File: config.mk
export PLATFORM = sky130hd
export DESIGN_NAME = button_conditioner
export DESIGN_NICKNAME = d
export VERILOG_FILES = /design/src/rtl/button_pkg.sv /design/src/rtl/button_debounce_bit.sv /design/src/rtl/button_conditioner.sv
export SDC_FILE = /design/constraint.sdc
export NUM_CORES = 1
export LEC_CHECK = 0
export CAP_MARGIN = 20
export CELL_PAD_IN_SITES_DETAIL_PLACEMENT = 1
export CELL_PAD_IN_SITES_GLOBAL_PLACEMENT = 2
export CORE_ASPECT_RATIO = 1.4
export CORE_MARGIN = 4
export CORE_UTILIZATION = 44
export CTS_CLUSTER_DIAMETER = 120
export DETAILED_ROUTE_END_ITERATION = 8
export GPL_TIMING_DRIVEN = 0
export PLACE_DENSITY = 0.95
export SKIP_LAST_GASP = 1
export SLEW_MARGIN = 10
export SYNTH_ARGS = -nofsm -noshare
export SYNTH_HDL_FRONTEND = slang
export SYNTH_SLANG_ARGS = --single-unit
File: constraint.sdc
create_clock -name clk -period 4.27 [get_ports clk]
set_clock_uncertainty 0.05 [all_clocks]
set_input_delay 0.854 -clock clk [delete_from_list [all_inputs] [get_ports clk]]
set_output_delay 0.854 -clock clk [all_outputs]
set_load 0.03 [all_outputs]
File: src/rtl/button_pkg.sv
// ==== button_pkg: shared constants and types for the button conditioner. Rev 1.0 ====
`default_nettype none

package button_pkg;

  localparam int NUM_BTN    = 5;
  localparam int BTN_UP     = 0;
  localparam int BTN_CENTER = 1;
  localparam int BTN_DOWN   = 2;
  localparam int BTN_LEFT   = 3;
  localparam int BTN_RIGHT  = 4;

  typedef enum logic [1:0] {
    IDLE   = 2'd0,
    WAIT   = 2'd1,
    REPEAT = 2'd2
  } repeat_state_t;

endpackage

`default_nettype wire

File: src/rtl/button_debounce_bit.sv
// ==== button_debounce_bit: sync + debounce + press pulse for one button; ====
// ==== auto-repeat FSM compiled in with BUTTON_AUTOREPEAT_EN. Rev 1.0      ====
`default_nettype none

module button_debounce_bit
  import button_pkg::*;
#(
  parameter int DEBOUNCE_CYCLES = 1000000,
  parameter int REPEAT_DELAY    = 25000000,
  parameter int REPEAT_PERIOD   = 7500000,
  parameter bit REPEAT_EN       = 1'b1
) (
  input  logic clk,
  input  logic rst_n,
  input  logic raw,
  output logic level,
  output logic press
);

  localparam int              CNT_W    = $clog2(DEBOUNCE_CYCLES);
  localparam logic [CNT_W-1:0] CNT_LAST = CNT_W'(DEBOUNCE_CYCLES - 1);

  logic             sync1;
  logic             sync2;
  logic [CNT_W-1:0] cnt;
  logic             accept;
  logic             accept_rise;
  logic             accept_fall;
  logic             repeat_fire;

  assign accept      = (sync2 != level) && (cnt == CNT_LAST);
  assign accept_rise = accept & sync2;
  assign accept_fall = accept & ~sync2;

  always_ff @(posedge clk or negedge rst_n) begin
    if (!rst_n) begin
      sync1 <= 1'b0;
      sync2 <= 1'b0;
      cnt   <= '0;
      level <= 1'b0;
      press <= 1'b0;
    end else begin
      sync1 <= raw;
      sync2 <= sync1;
      if (sync2 == level) begin
        cnt <= '0;
      end else if (accept) begin
        level <= sync2;
        cnt   <= '0;
      end else begin
        cnt <= cnt + CNT_W'(1);
      end
      press <= accept_rise | repeat_fire;
    end
  end

`ifdef BUTTON_AUTOREPEAT_EN
  generate
    if (REPEAT_EN) begin : g_repeat
      localparam int RPT_MAX = (REPEAT_DELAY > REPEAT_PERIOD) ? REPEAT_DELAY : REPEAT_PERIOD;
      localparam int RPT_W   = (RPT_MAX > 1) ? $clog2(RPT_MAX) : 1;

      repeat_state_t    state;
      repeat_state_t    state_nxt;
      logic [RPT_W-1:0] rcnt;
      logic [RPT_W-1:0] rcnt_nxt;

      always_ff @(posedge clk or negedge rst_n) begin
        if (!rst_n) begin
          state <= IDLE;
          rcnt  <= '0;
        end else begin
          state <= state_nxt;
          rcnt  <= rcnt_nxt;
        end
      end

      // A release acceptance wins over a pulse falling due in the same cycle.
      always_comb begin
        state_nxt   = state;
        rcnt_nxt    = rcnt;
        repeat_fire = 1'b0;
        case (state)
          IDLE: begin
            if (accept_rise) begin
              rcnt_nxt  = RPT_W'(REPEAT_DELAY - 1);
              state_nxt = WAIT;
            end
          end
          WAIT, REPEAT: begin
            if (accept_fall) begin
              state_nxt = IDLE;
            end else if (rcnt == '0) begin
              repeat_fire = 1'b1;
              rcnt_nxt    = RPT_W'(REPEAT_PERIOD - 1);
              state_nxt   = REPEAT;
            end else begin
              rcnt_nxt = rcnt - RPT_W'(1);
            end
          end
          default: state_nxt = IDLE;
        endcase
      end
    end else begin : g_no_repeat
      assign repeat_fire = 1'b0;
    end
  endgenerate
`else
  logic unused_repeat_cfg;
  assign unused_repeat_cfg = ^{REPEAT_DELAY, REPEAT_PERIOD, REPEAT_EN};
  assign repeat_fire       = 1'b0;
`endif

endmodule

`default_nettype wire

File: src/rtl/button_conditioner.sv
// ==== button_conditioner: five-button debounce/press-pulse front end;    ====
// ==== define BUTTON_AUTOREPEAT_EN for held-button auto-repeat. Rev 1.0   ====
`default_nettype none

module button_conditioner
  import button_pkg::*;
#(
  parameter int                 DEBOUNCE_CYCLES = 1000000,
  parameter int                 REPEAT_DELAY    = 25000000,
  parameter int                 REPEAT_PERIOD   = 7500000,
  parameter logic [NUM_BTN-1:0] REPEAT_MASK     = 5'b11101
) (
  input  logic               clk,
  input  logic               rst_n,
  input  logic [NUM_BTN-1:0] btn_raw,
  output logic [NUM_BTN-1:0] btn_level,
  output logic [NUM_BTN-1:0] btn_press
);

  generate
    for (genvar i = 0; i < NUM_BTN; i++) begin : g_btn
      button_debounce_bit #(
        .DEBOUNCE_CYCLES (DEBOUNCE_CYCLES),
        .REPEAT_DELAY    (REPEAT_DELAY),
        .REPEAT_PERIOD   (REPEAT_PERIOD),
        .REPEAT_EN       (REPEAT_MASK[i])
      ) u_bit (
        .clk   (clk),
        .rst_n (rst_n),
        .raw   (btn_raw[i]),
        .level (btn_level[i]),
        .press (btn_press[i])
      );
    end
  endgenerate

endmodule

`default_nettype wire

# After elaboration in Yosys (flattened, before gate mapping)
# Cells that the tools add are included.
[word_totals]
elab_cells = 75
reg_bits = 120
input_bits = 7
[classes]
n_bitwise = 10
n_reduce_logical = 10
n_mux = 10
add_sub_neg = 5
n_eq_ne = 15
[ops]
columns = ["op", "n"]
rows = [
  ["$mux 20", 10],
  ["$add 20x1->20 const B", 5],
  ["$eq 20x20->1 const B", 5],
  ["$reduce_and 2->1", 5],
  ["$and 1x1->1", 5],
  ["$eq 1x1->1", 5],
  ["$logic_and 1x1->1", 5],
  ["$ne 1x1->1", 5],
  ["$not 1->1", 5],
]

# Depth between registers and ports, before layout
# Gate-level depths: netlist of the first run.
[depth]
ltp_word = 4
mapped_depth = 6
mapped_depth_nobuf = 5

# Modules after synthesis
# Synthesis of the first run repeated with hierarchy kept, for this count alone.
[unflattened]
cells_unflattened = 535
area_unflattened_um2 = 5924.4
[modules_own_cells]
columns = ["module", "instances", "area_per_inst_um2", "cells_each"]
rows = [
  ["button_debounce_bit", 5, 1184.9, 107],
]

# Worst setup path after synthesis of the first run
# No wires, ideal clock.
[synth_timing]
kind = "reg-to-reg"
start = "register g_btn[4].u_bit.cnt[0]"
end = "register g_btn[4].u_bit.level"
arrival_ns = 1.739
period_less_slack_ns = 1.917
setup_ns = 0.127
stages_incl_launch_ff = 5
slack_ns = 2.353
path_buffers = 0
path_cell_list = "dfrtp_1 ha_1 nand3_1 or4_1 mux2_1"
[synth_via]
elab_chain_cells = 3
[synth_lines]
columns = ["element", "line_no", "text"]
rows = [
  ["start: declaration", "button_debounce_bit.sv:25", "logic [CNT_W-1:0] cnt;"],
  ["start signal: assignment", "button_debounce_bit.sv:51", "cnt <= cnt + CNT_W'(1);"],
  ["$eq 20x20->1", "button_debounce_bit.sv:31", "assign accept = (sync2 != level) && (cnt == CNT_LAST);"],
  ["$logic_and 1x1->1", "button_debounce_bit.sv:31", ""],
  ["$reduce_and 2->1 (no line)", "--", ""],
  ["end signal: assignment", "button_debounce_bit.sv:48", "level <= sync2;"],
  ["end: declaration", "button_debounce_bit.sv:16", "output logic level,"],
]
# Every way passes these cells.
# A chain may end at the register's enable or synchronous reset.

# Final worst setup path of the first run
[layout_timing]
start = "register g_btn[3].u_bit.level"
end = "output port btn_level[3]"
[layout_rtl]
columns = ["element", "line_no", "text"]
rows = [
  ["start: declaration", "button_debounce_bit.sv:16", ""],
  ["start signal: assignment", "button_debounce_bit.sv:48", ""],
  ["end: declaration", "button_conditioner.sv:16", "output logic [NUM_BTN-1:0] btn_level,"],
]
# No word-level cell between the ends.

==> reports/qor.csv, run 1 <==
stage,metric,value,unit
die,Die X,104.6,um
clock_tree,"Clk Latency, worst-skew pair",0.41,ns
setup_path,highest-delay cell along the critical path,clkdlybuf4s50_1,
clock_tree,cts hold-fix bufs,0,
clock_tree,Post-CTS Setup Repair Bufs,0,
die,die area,14980,sq um
routing,drt initial violations,166,
clock_tree,Root Buffer,clkbuf_16,
clock_tree,CTS sink cnt,120,
finish,area delta synth->final,17.13,%
routing,ANT nets after route,0,
routing,Via density,5.858,
routing,post-DR wirelength/cell,17.96,um
sta,WHS,0.2949,ns
synth,syn_area_per_cell,10.15,sq um
sta,final setup vio count,0,
outcome,status,"finished, final reports clean",
global_route,vias in the first global route,5062,
synth,Unique masters post-synth,36,
finish,"commonest non-fill, non-tap cell in the layout",dfrtp_1,
clock_tree,Worst-path clk slew,0.05,ns
clock_tree,worst-case clock buffer depth,2,
pwr,leak pwr,2.731,nW
sta,max_slew headroom,54.37,%
setup_path,Setup Crit Path Kind,reg -> out,
routing,aggregate routed wire length,13750,um
sta,fin. max-slew vios,0,
die,Chip Height,143.2,um
setup_path,"Cell Chain, Critical Path","buf_4, clkdlybuf4s50_1",
global_route,largest net degree at the start of global routing,81,
place,GP Congestion,0.8103,
setup_path,CP arrival,1.63,ns
setup_path,delay of the slowest critical-path stage,0.66,ns
clock_tree,post-cts sizing count,0,
clock_tree,CTS Buf Count,17,
global_route,first-pass GRT wire length,24320,um
global_route,Global Route Usage Sum,20.06,%
die,core area,12810,sq um
place,post-detail-place hpwl,9035,um
place,# port buffers,16,
setup_path,Worst Path Required,3.37,ns
sta,unrepaired setup endpoints after global routing,no,
synth,most common flop cell mapped by yosys,dfrtp_1,
finish,final core utilization,52.53,%
synth,"Seq/Total Area, Yosys",52.25,%
die,Initial Utilization,44.85,%
pwr,Overall Power,2.708,mW
synth,"FF+latch count, synth",120,
clock_tree,TritonCTS clock tree,yes,
sta,Final period util,59.35,%
finish,Ant. Diodes,0,
global_route,antenna violations before repair,0,
place,Post-Place Setup Slack,1.941,ns
sta,Worst Tran Pin Value,0.6783,ns
finish,layout cells sized above 1,10.93,%
setup_path,critical path capture point type,primary output,
finish,Final Net Count,614,
min_path,worst hold path type,reg -> reg,
synth,yosys warns,0,
global_route,"Remaining Overflow, GRT",0,
setup_path,crit-path max FO,4,
sta,fin worst setup slack,1.736,ns
die,num ports,17,
synth,Post-synth ARST share,100.0,%
setup_path,CP Launch Type,register,
pwr,pwr dens,402.2,nW/um^2
sta,setup_tns,0,ns
flow_run,MaxCap Viol Count,0,
sta,min Tclk post-route,2.534,ns
setup_path,buffers plus inverters on the worst setup path,2,
pwr,peak supply drop,0.0002949,V
routing,DRC,0,
setup_path,crit-path leading delay family,buffers and inverters,
synth,Cells after Synth,566,
finish,highest-count cells in the layout ignoring fill and taps,"dfrtp_1 (120), nor2_1 (78), xnor2_1 (41)",
routing,first-pass detailed-route iteration total,4,
synth,syn nets,578,
sta,"Hold Vio Cnt, Final",0,
clock_tree,H-tree levels,4,
die,Row Count,49,
routing,via count,4487,
sta,fmax,394.6,MHz
synth,Post-synth EDFFs,0,
synth,mapped cell area,5747,sq um
-- state kept, by name, indices dropped and copies added (netlist names) --
register           count
g_btn.u_bit.level      5
g_btn.u_bit.sync2      5
g_btn.u_bit.cnt      100
g_btn.u_bit.sync1      5
g_btn.u_bit.press      5
-- per-stage QoR --
step                      cell area, sq um  cells
after floorplan                       5747    566
final                                 6731    766
after CTS                             6731    766
after detailed placement              6127    736
after global placement                6098    735
after global routing                  6731    766
-- cells in the mapped netlist, types with 2 or more instances --
cell      number  area [sq um]
a21oi_1       25         125.1
or4b_1         4         40.04
and4_1         7         61.31
dfrtp_1      120          3003
or2_2          7         43.79
or4_1         15         112.6
and4bb_2       3         37.54
xor2_1        29         254.0
buf_4         10         75.07
inv_1         20         75.07
mux2_2         4         45.04
nand4_1       19         118.9
nor4b_1        4         35.03
and3_1         5         31.28
o21ai_0       11         55.05
nand3_1       31         155.2
nor4_1        15         93.84
clkbuf_1       9         33.78
o31ai_1       16         120.1
buf_2          5         25.02
ha_1           5         62.56
nor2_1        78         292.8
nand4_2        4         50.05
nor4bb_1       2         20.02
or3_1         14         87.58
nand2_1       34         127.6
nor3_1        18         90.09
and3b_1        4         35.03
xnor2_1       41         359.1
-- where the power goes --
group	switching [mW]	internal [mW]	leakage, nW	total [mW]
clock network	0.494	0.970	0.294	1.46
logic	0.0509	0.0231	0.796	0.0740
registers	0.0152	1.15	1.64	1.17
-- layout make-up --
type | instances | area (sq um)
buffer | 24 | 133.9
fill | 1395 | 6082
inverter | 20 | 75.07
clock buffer | 22 | 484.2
timing repair buffer | 17 | 188.9
clock inverter | 8 | 120.1
multi-input combinational | 402 | 2535
sequential | 120 | 3003
tap | 153 | 191.4
-- per-layer routing --
| metal | routed length, um | track usage [%] | part of all wire (%) | vias up |
|---|---|---|---|---|
| met3 | 295 | 4.387 | 2.1 | 26 |
| met1 | 5600 | 22.38 | 41 | 2338 |
| li1 | - | - | - | 2062 |
| met5 | 0 | 0 | 0 | - |
| met2 | 7589 | 37.58 | 55 | 61 |
| met4 | 269 | 7.256 | 2.0 | 0 |
-- final timing paths --
path / start / end / slack, ns / cells after the start
max: g_btn[3].u_bit.level / btn_level[3] / 1.74 / 2
min: g_btn[0].u_bit.sync1 / g_btn[0].u_bit.sync2 / 0.29 / 0
max reg2reg: g_btn[4].u_bit.cnt[0] / g_btn[4].u_bit.cnt[8] / 1.94 / 5
min reg2reg: g_btn[0].u_bit.sync1 / g_btn[0].u_bit.sync2 / 0.29 / 0
max in group asynchronous: rst_n / g_btn[3].u_bit.sync2 / 3.13 / 2
min in group asynchronous: rst_n / g_btn[0].u_bit.cnt[11] / 0.30 / 1
-- kinds of logic after synthesis --
family	Yosys count	synth area share (%)
buffers and inverters	44	3.636
AND/OR/NAND/NOR	268	25.52
XOR/XNOR	70	10.67
flip-flops	120	52.25
AO/OA/AOI/OAI	54	5.857
adder cells (fa/ha/maj)	5	1.089
multiplexers	5	0.9797
Note: power is estimated with default switching activity, not from simulation.
==> run 2: changes to the inputs <==
--- a/config.mk
+++ b/config.mk
@@ -10,11 +10,11 @@
 export CELL_PAD_IN_SITES_GLOBAL_PLACEMENT = 2
 export CORE_ASPECT_RATIO = 1.4
 export CORE_MARGIN = 4
-export CORE_UTILIZATION = 44
+export CORE_UTILIZATION = 41
 export CTS_CLUSTER_DIAMETER = 120
 export DETAILED_ROUTE_END_ITERATION = 8
 export GPL_TIMING_DRIVEN = 0
-export PLACE_DENSITY = 0.95
+export PLACE_DENSITY = 0.9
 export SKIP_LAST_GASP = 1
 export SLEW_MARGIN = 10
 export SYNTH_ARGS = -nofsm -noshare
==> constraint.sdc (replaced) <==
create_clock -name clk -period 2.4 [get_ports clk]
set_clock_uncertainty 0.05 [all_clocks]
set_input_delay 0.48 -clock clk [delete_from_list [all_inputs] [get_ports clk]]
set_output_delay 0.48 -clock clk [all_outputs]
set_load 0.03 [all_outputs]
==> reports/qor.csv, run 2 (same netlist as run 1, synthesis figures left out) <==
stage,metric,value,unit,change
pwr,sw power,0.9990,mW,+78%
die,num ports,17,,unchanged
global_route,Global Route Usage Sum,18.07,%,-2.0 points
place,post-detail-place hpwl,8851,um,-2.0%
place,Post-Place Setup Slack,-0.04084,ns,-1.982 ns
clock_tree,worst-case clock buffer depth,2,,unchanged
routing,aggregate routed wire length,12740,um,-7.4%
pwr,combinational power share,2.8,%,about the same
die,Row Count,50,,+2.0%
pwr,switching share of power,19.94,%,-0.74 points
finish,Ant. Diodes,0,,unchanged
finish,FILL cells,1539,,+10%
setup_path,CP Launch Type,register,,
clock_tree,Root Buffer,clkbuf_16,,
pwr,peak supply drop,0.0003630,V,+23%
clock_tree,"Clk Latency, worst-skew pair",0.42,ns,about the same
finish,multi-input logic area,2535,sq um,unchanged
finish,area delta synth->final,19.03,%,
pwr,Overall Power,5.009,mW,+85%
min_path,worst hold path type,reg -> reg,,
clock_tree,TritonCTS clock tree,yes,,
finish,"commonest non-fill, non-tap cell in the layout",dfrtp_1,,
sta,fin. max-slew vios,0,,unchanged
routing,drt initial violations,116,,-30%
setup_path,Worst Path Required,2.64,ns,-0.73 ns
sta,"Hold Vio Cnt, Final",0,,unchanged
setup_path,crit-path max FO,9,,+5
clock_tree,Worst-path clk slew,0.05,ns,about the same
min_path,Hold Crit Endpoint,g_btn[1].u_bit.sync2,,
setup_path,CP arrival,2.42,ns,+0.79 ns
die,Die X,108.1,um,+3.3%
die,core area,13580,sq um,+5.9%
pwr,part of the power in registers,41.6,%,-1.6 points
setup_path,endpoint of the worst register-to-register path,g_btn[4].u_bit.level,,
finish,Register Area,3003,sq um,unchanged
sta,fmax,458.6,MHz,
clock_tree,H-tree levels,4,,unchanged
global_route,antenna violations before repair,0,,unchanged
finish,"non-filler cells, final",800,,+4.4%
sta,fin worst setup slack,0.2195,ns,-1.516 ns
sta,Worst Tran Pin Value,0.5909,ns,-0.08735 ns
setup_path,Worst R2R Path Depth,4,,-1
global_route,vias in the first global route,4953,,-2.2%
global_route,largest net degree at the start of global routing,89,,+9.9%
routing,Via density,5.439,,-7.2%
pwr,clock network power share,55.7,%,+1.6 points
setup_path,critical path capture point type,register,,
finish,Final Net Count,618,,+0.65%
finish,highest-count cells in the layout ignoring fill and taps,"dfrtp_1 (120), nor2_1 (78), xnor2_1 (41)",,
finish,largest register by flop count,g_btn.u_bit.cnt,,
pwr,leak pwr,2.775,nW,+1.6%
place,# port buffers,16,,unchanged
pwr,pwr dens,732.3,nW/um^2,+82%
routing,post-DR wirelength/cell,15.93,um,-11%
die,Initial Utilization,42.33,%,-2.5 points
finish,Largest register FFs,100,,unchanged
sta,unrepaired setup endpoints after global routing,no,,
min_path,Min-Delay Startpoint,g_btn[1].u_bit.sync1,,
min_path,hold path depth,0,,unchanged
routing,first-pass detailed-route iteration total,4,,unchanged
sta,min Tclk post-route,2.181,ns,
die,Chip Height,148.1,um,+3.4%
setup_path,RR Startpoint,g_btn[4].u_bit.cnt[0],,
finish,Final Cell Area,6840,sq um,+1.6%
finish,layout cells sized above 1,11.33,%,+0.40 points
setup_path,FF-to-FF setup slack,0.22,ns,-1.72 ns
routing,ANT nets after route,0,,unchanged
sta,max_slew headroom,60.24,%,+5.9 points
global_route,first-pass GRT wire length,23110,um,-5.0%
place,GP Congestion,0.7703,,-4.9%
clock_tree,CTS Buf Count,17,,unchanged
global_route,"Remaining Overflow, GRT",0,,unchanged
routing,via count,4351,,-3.0%
place,Post-Place Cells,765,,+3.9%
pwr,P_int,4.010,mW,+87%
setup_path,Setup Crit Path Kind,reg -> reg,,
die,die area,16000,sq um,+6.8%
sta,final setup vio count,0,,unchanged
routing,DRC,0,,unchanged
clock_tree,CTS sink cnt,120,,unchanged
sta,Final period util,90.86,%,
place,Area after DPL,6163,sq um,+0.59%
flow_run,MaxCap Viol Count,0,,unchanged
outcome,status,"finished, final reports clean",,
==> run 2: power groups by stage <==
| stage | combinational [mW] | sequential, mW | clock (mW) |
|---|---|---|---|
| 4_1_cts | 0.142 | 2.08 | 2.84 |
| 5_1_grt | 0.163 | 2.08 | 2.94 |
| 3_3_place_gp | 0.126 | 2.11 | 0 |
| 3_5_place_dp | 0.139 | 2.12 | 0 |
| 2_1_floorplan | 0.0601 | 2.11 | 0 |
| 6_report | 0.138 | 2.08 | 2.79 |
==> run 2: per-layer routing <==
layer,share of wire (%),up-vias,wire length [um],global-route usage (%)
li1,-,2080,-,-
met1,38,2201,4900,18.86
met2,57,40,7238,33.59
met3,2.2,30,275,3.647
met4,2.6,0,329,9.286
met5,0,-,0,0
==> run 2: what timing repair did <==
action | in CTS | in global routing
pin swaps | 1 | 1
setup endpoints to repair | 10 | 10
endpoints found under the hold margin | 32 | 0
resized for setup | 0 | 0
buffers inserted | 0 | 3
hold buffers | 1 | 0
==> run 2: layout make-up <==
class / instances / share of cell area, %
flip-flops and latches: 120 / 43.90
multi-input cells: 402 / 37.06
clock buffers: 22 / 6.933
well taps: 182 / 3.329
repair buffers: 21 / 3.238
clock inverters: 9 / 2.488
plain buffers: 24 / 1.957
inverters: 20 / 1.097
==> run 2: metrics by stage <==
stage          util (%)  hold WS (ns)  TNS (ns)
6_report          50.39        0.3007         0
5_1_grt           50.39        0.3144         0
4_1_cts           50.22        0.3070         0
3_5_place_dp      45.40        0.2942   -0.3270
3_3_place_gp      45.19        0.2844   -454.11
2_1_floorplan         -        0.1344         0
==> run 2: how the worst max path moves through the flow <==
stage | startpoint | endpoint | slack [ns] | cells after the start
floorplan | g_btn[4].u_bit.cnt[0] | g_btn[4].u_bit.level | 0.48 | 4
global placement | rst_n | g_btn[4].u_bit.cnt[16] | -3.80 | 1
detailed placement | g_btn[4].u_bit.cnt[0] | g_btn[4].u_bit.cnt[11] | -0.04 | 5
CTS | g_btn[4].u_bit.cnt[16] | g_btn[4].u_bit.cnt[11] | 0.04 | 5
global route | g_btn[2].u_bit.cnt[17] | g_btn[2].u_bit.cnt[9] | 0.07 | 5
finish | g_btn[4].u_bit.cnt[0] | g_btn[4].u_bit.level | 0.22 | 4
==> run 2: critical path, stage by stage, from the launching register on <==
cell and delay, ns:
dfrtp_1 0.38, ha_1 0.20, nand3_1 0.37, or4_1 0.70, mux2_1 0.34
==> run 3: changes to the inputs <==
--- a/config.mk
+++ b/config.mk
@@ -15,8 +15,9 @@
 export DETAILED_ROUTE_END_ITERATION = 8
 export GPL_TIMING_DRIVEN = 0
 export PLACE_DENSITY = 0.9
+export SETUP_SLACK_MARGIN = 0.05
 export SKIP_LAST_GASP = 1
-export SLEW_MARGIN = 10
+export SLEW_MARGIN = 20
 export SYNTH_ARGS = -nofsm -noshare
 export SYNTH_HDL_FRONTEND = slang
 export SYNTH_SLANG_ARGS = --single-unit
==> reports/qor.csv, run 3 (same netlist as run 1, synthesis figures left out) <==
stage,metric,value,unit,change
die,Die X,108.1,um,unchanged
die,num ports,17,,unchanged
setup_path,highest-delay cell along the critical path,or4_1,,
clock_tree,CTS sink cnt,120,,unchanged
die,Chip Height,148.1,um,unchanged
finish,"non-filler cells, final",799,,-0.13%
global_route,Global Route Usage Sum,18.03,%,-0.031 points
finish,final core utilization,50.34,%,about the same
global_route,antenna violations before repair,0,,unchanged
routing,aggregate routed wire length,12960,um,+1.7%
pwr,Overall Power,4.954,mW,-1.1%
die,Row Count,50,,unchanged
sta,final setup vio count,0,,unchanged
routing,Via density,5.456,,+0.31%
die,core area,13580,sq um,unchanged
sta,setup_tns,0,ns,unchanged
sta,fmax,455.2,MHz,-0.74%
clock_tree,"Clk Latency, worst-skew pair",0.42,ns,about the same
clock_tree,Worst-path clk slew,0.05,ns,about the same
routing,ANT nets after route,0,,unchanged
finish,Final Cell Area,6834,sq um,about the same
finish,FILL cells,1509,,-1.9%
finish,Final Net Count,618,,unchanged
sta,max_slew headroom,60.19,%,about the same
setup_path,crit-path max FO,9,,unchanged
pwr,peak supply drop,0.0003888,V,+7.1%
outcome,status,"finished, final reports clean",,
place,Post-Place Setup Slack,-0.01890,ns,+0.02194 ns
setup_path,critical path capture point type,register,,
min_path,worst hold path type,reg -> reg,,
die,Initial Utilization,42.33,%,unchanged
routing,drt initial violations,111,,-4.3%
finish,"commonest non-fill, non-tap cell in the layout",dfrtp_1,,
sta,"Hold Vio Cnt, Final",0,,unchanged
clock_tree,CTS Buf Count,17,,unchanged
finish,highest-count cells in the layout ignoring fill and taps,"dfrtp_1 (120), nor2_1 (78), xnor2_1 (41)",,
finish,Ant. Diodes,0,,unchanged
setup_path,CP Launch Type,register,,
global_route,"Remaining Overflow, GRT",0,,unchanged
sta,Worst Tran Pin Value,0.5917,ns,+0.0007586 ns
pwr,pwr dens,725.0,nW/um^2,-1.0%
setup_path,Worst Path Required,2.64,ns,about the same
global_route,first-pass GRT wire length,23140,um,+0.15%
sta,WHS,0.3008,ns,+0.0001580 ns
finish,area delta synth->final,18.92,%,about the same
sta,fin. max-slew vios,0,,unchanged
routing,via count,4359,,+0.18%
place,Post-Place Cells,765,,unchanged
setup_path,CP arrival,2.44,ns,+0.02 ns
die,die area,16000,sq um,unchanged
place,Area after DPL,6163,sq um,unchanged
clock_tree,worst-case clock buffer depth,2,,unchanged
finish,Largest register FFs,100,,unchanged
routing,post-DR wirelength/cell,16.22,um,+1.8%
sta,Final period util,91.53,%,+0.68 points
routing,first-pass detailed-route iteration total,4,,unchanged
clock_tree,Root Buffer,clkbuf_16,,
global_route,largest net degree at the start of global routing,83,,-6.7%
finish,layout cells sized above 1,11.67,%,+0.34 points
place,GP Congestion,0.7703,,unchanged
flow_run,MaxCap Viol Count,0,,unchanged
place,# port buffers,16,,unchanged
routing,DRC,0,,unchanged
clock_tree,H-tree levels,4,,unchanged
setup_path,Setup Crit Path Kind,reg -> reg,,
global_route,vias in the first global route,4885,,-1.4%
setup_path,"Cell Chain, Critical Path","ha_1, nand3_1, or4_1, mux2_1",,
setup_path,delay of the slowest critical-path stage,0.71,ns,about the same
clock_tree,TritonCTS clock tree,yes,,
sta,unrepaired setup endpoints after global routing,no,,
sta,fin worst setup slack,0.2033,ns,-0.01622 ns
sta,min Tclk post-route,2.197,ns,+0.01622 ns
finish,largest register by flop count,g_btn.u_bit.cnt,,
place,post-detail-place hpwl,8867,um,+0.19%
pwr,leak pwr,2.772,nW,-0.10%
-- run 3: what timing repair did --
item | CTS | global route
setup buffers | 0 | 3
hold buffers | 1 | 0
cloned | 0 | 0
resized for setup | 0 | 2
hold endpoints to repair | 38 | 0
setup endpoints to repair | 10 | 11
pin swaps | 1 | 1
-- run 3: power breakdown --
part | switching [mW] | internal [mW] | total (mW)
Clock | 0.879 | 1.86 | 2.73
Combinational | 0.0925 | 0.0459 | 0.138
Sequential | 0.0265 | 2.05 | 2.08
-- run 3: cell type report --
| class | instances | area [sq um] | area share (%) |
|---|---|---|---|
| Tap cell | 182 | 227.7 | 3.332 |
| Timing Repair Buffer | 21 | 221.5 | 3.241 |
| Clock inverter | 8 | 142.6 | 2.087 |
| Clock buffer | 22 | 494.2 | 7.232 |
| Sequential cell | 120 | 3003 | 43.94 |
| Multi-Input combinational cell | 402 | 2535 | 37.09 |
| Buffer | 24 | 135.1 | 1.977 |
| Inverter | 20 | 75.07 | 1.098 |
-- run 3: path summary, 6_finish.rpt --
kind | from | endpoint | slack (ns) | cells after the start
min reg2reg | g_btn[1].u_bit.sync1 | g_btn[1].u_bit.sync2 | 0.30 | 0
max | g_btn[4].u_bit.cnt[0] | g_btn[4].u_bit.level | 0.20 | 4
min | g_btn[1].u_bit.sync1 | g_btn[1].u_bit.sync2 | 0.30 | 0
min in group asynchronous | rst_n | g_btn[0].u_bit.cnt[4] | 0.49 | 2
max in group asynchronous | rst_n | g_btn[4].u_bit.cnt[16] | 1.10 | 3
max reg2reg | g_btn[4].u_bit.cnt[0] | g_btn[4].u_bit.level | 0.20 | 4
-- run 3: per-layer routing --
layer / vias up / track usage, % / share of wire, %
li1: 2076 / - / -
met1: 2209 / 19.32 / 39
met2: 46 / 33.09 / 56
met3: 28 / 4.212 / 2.4
met4: 0 / 8.212 / 2.5
met5: - / 0 / 0
-- run 3: worst max-delay path, delay by kind of cell, from the launching register on --
family,cells,cell delay (ns)
AND/OR/NAND/NOR,2,1.09
adder cells (fa/ha/maj),1,0.20
multiplexers,1,0.34
flip-flops,1,0.39
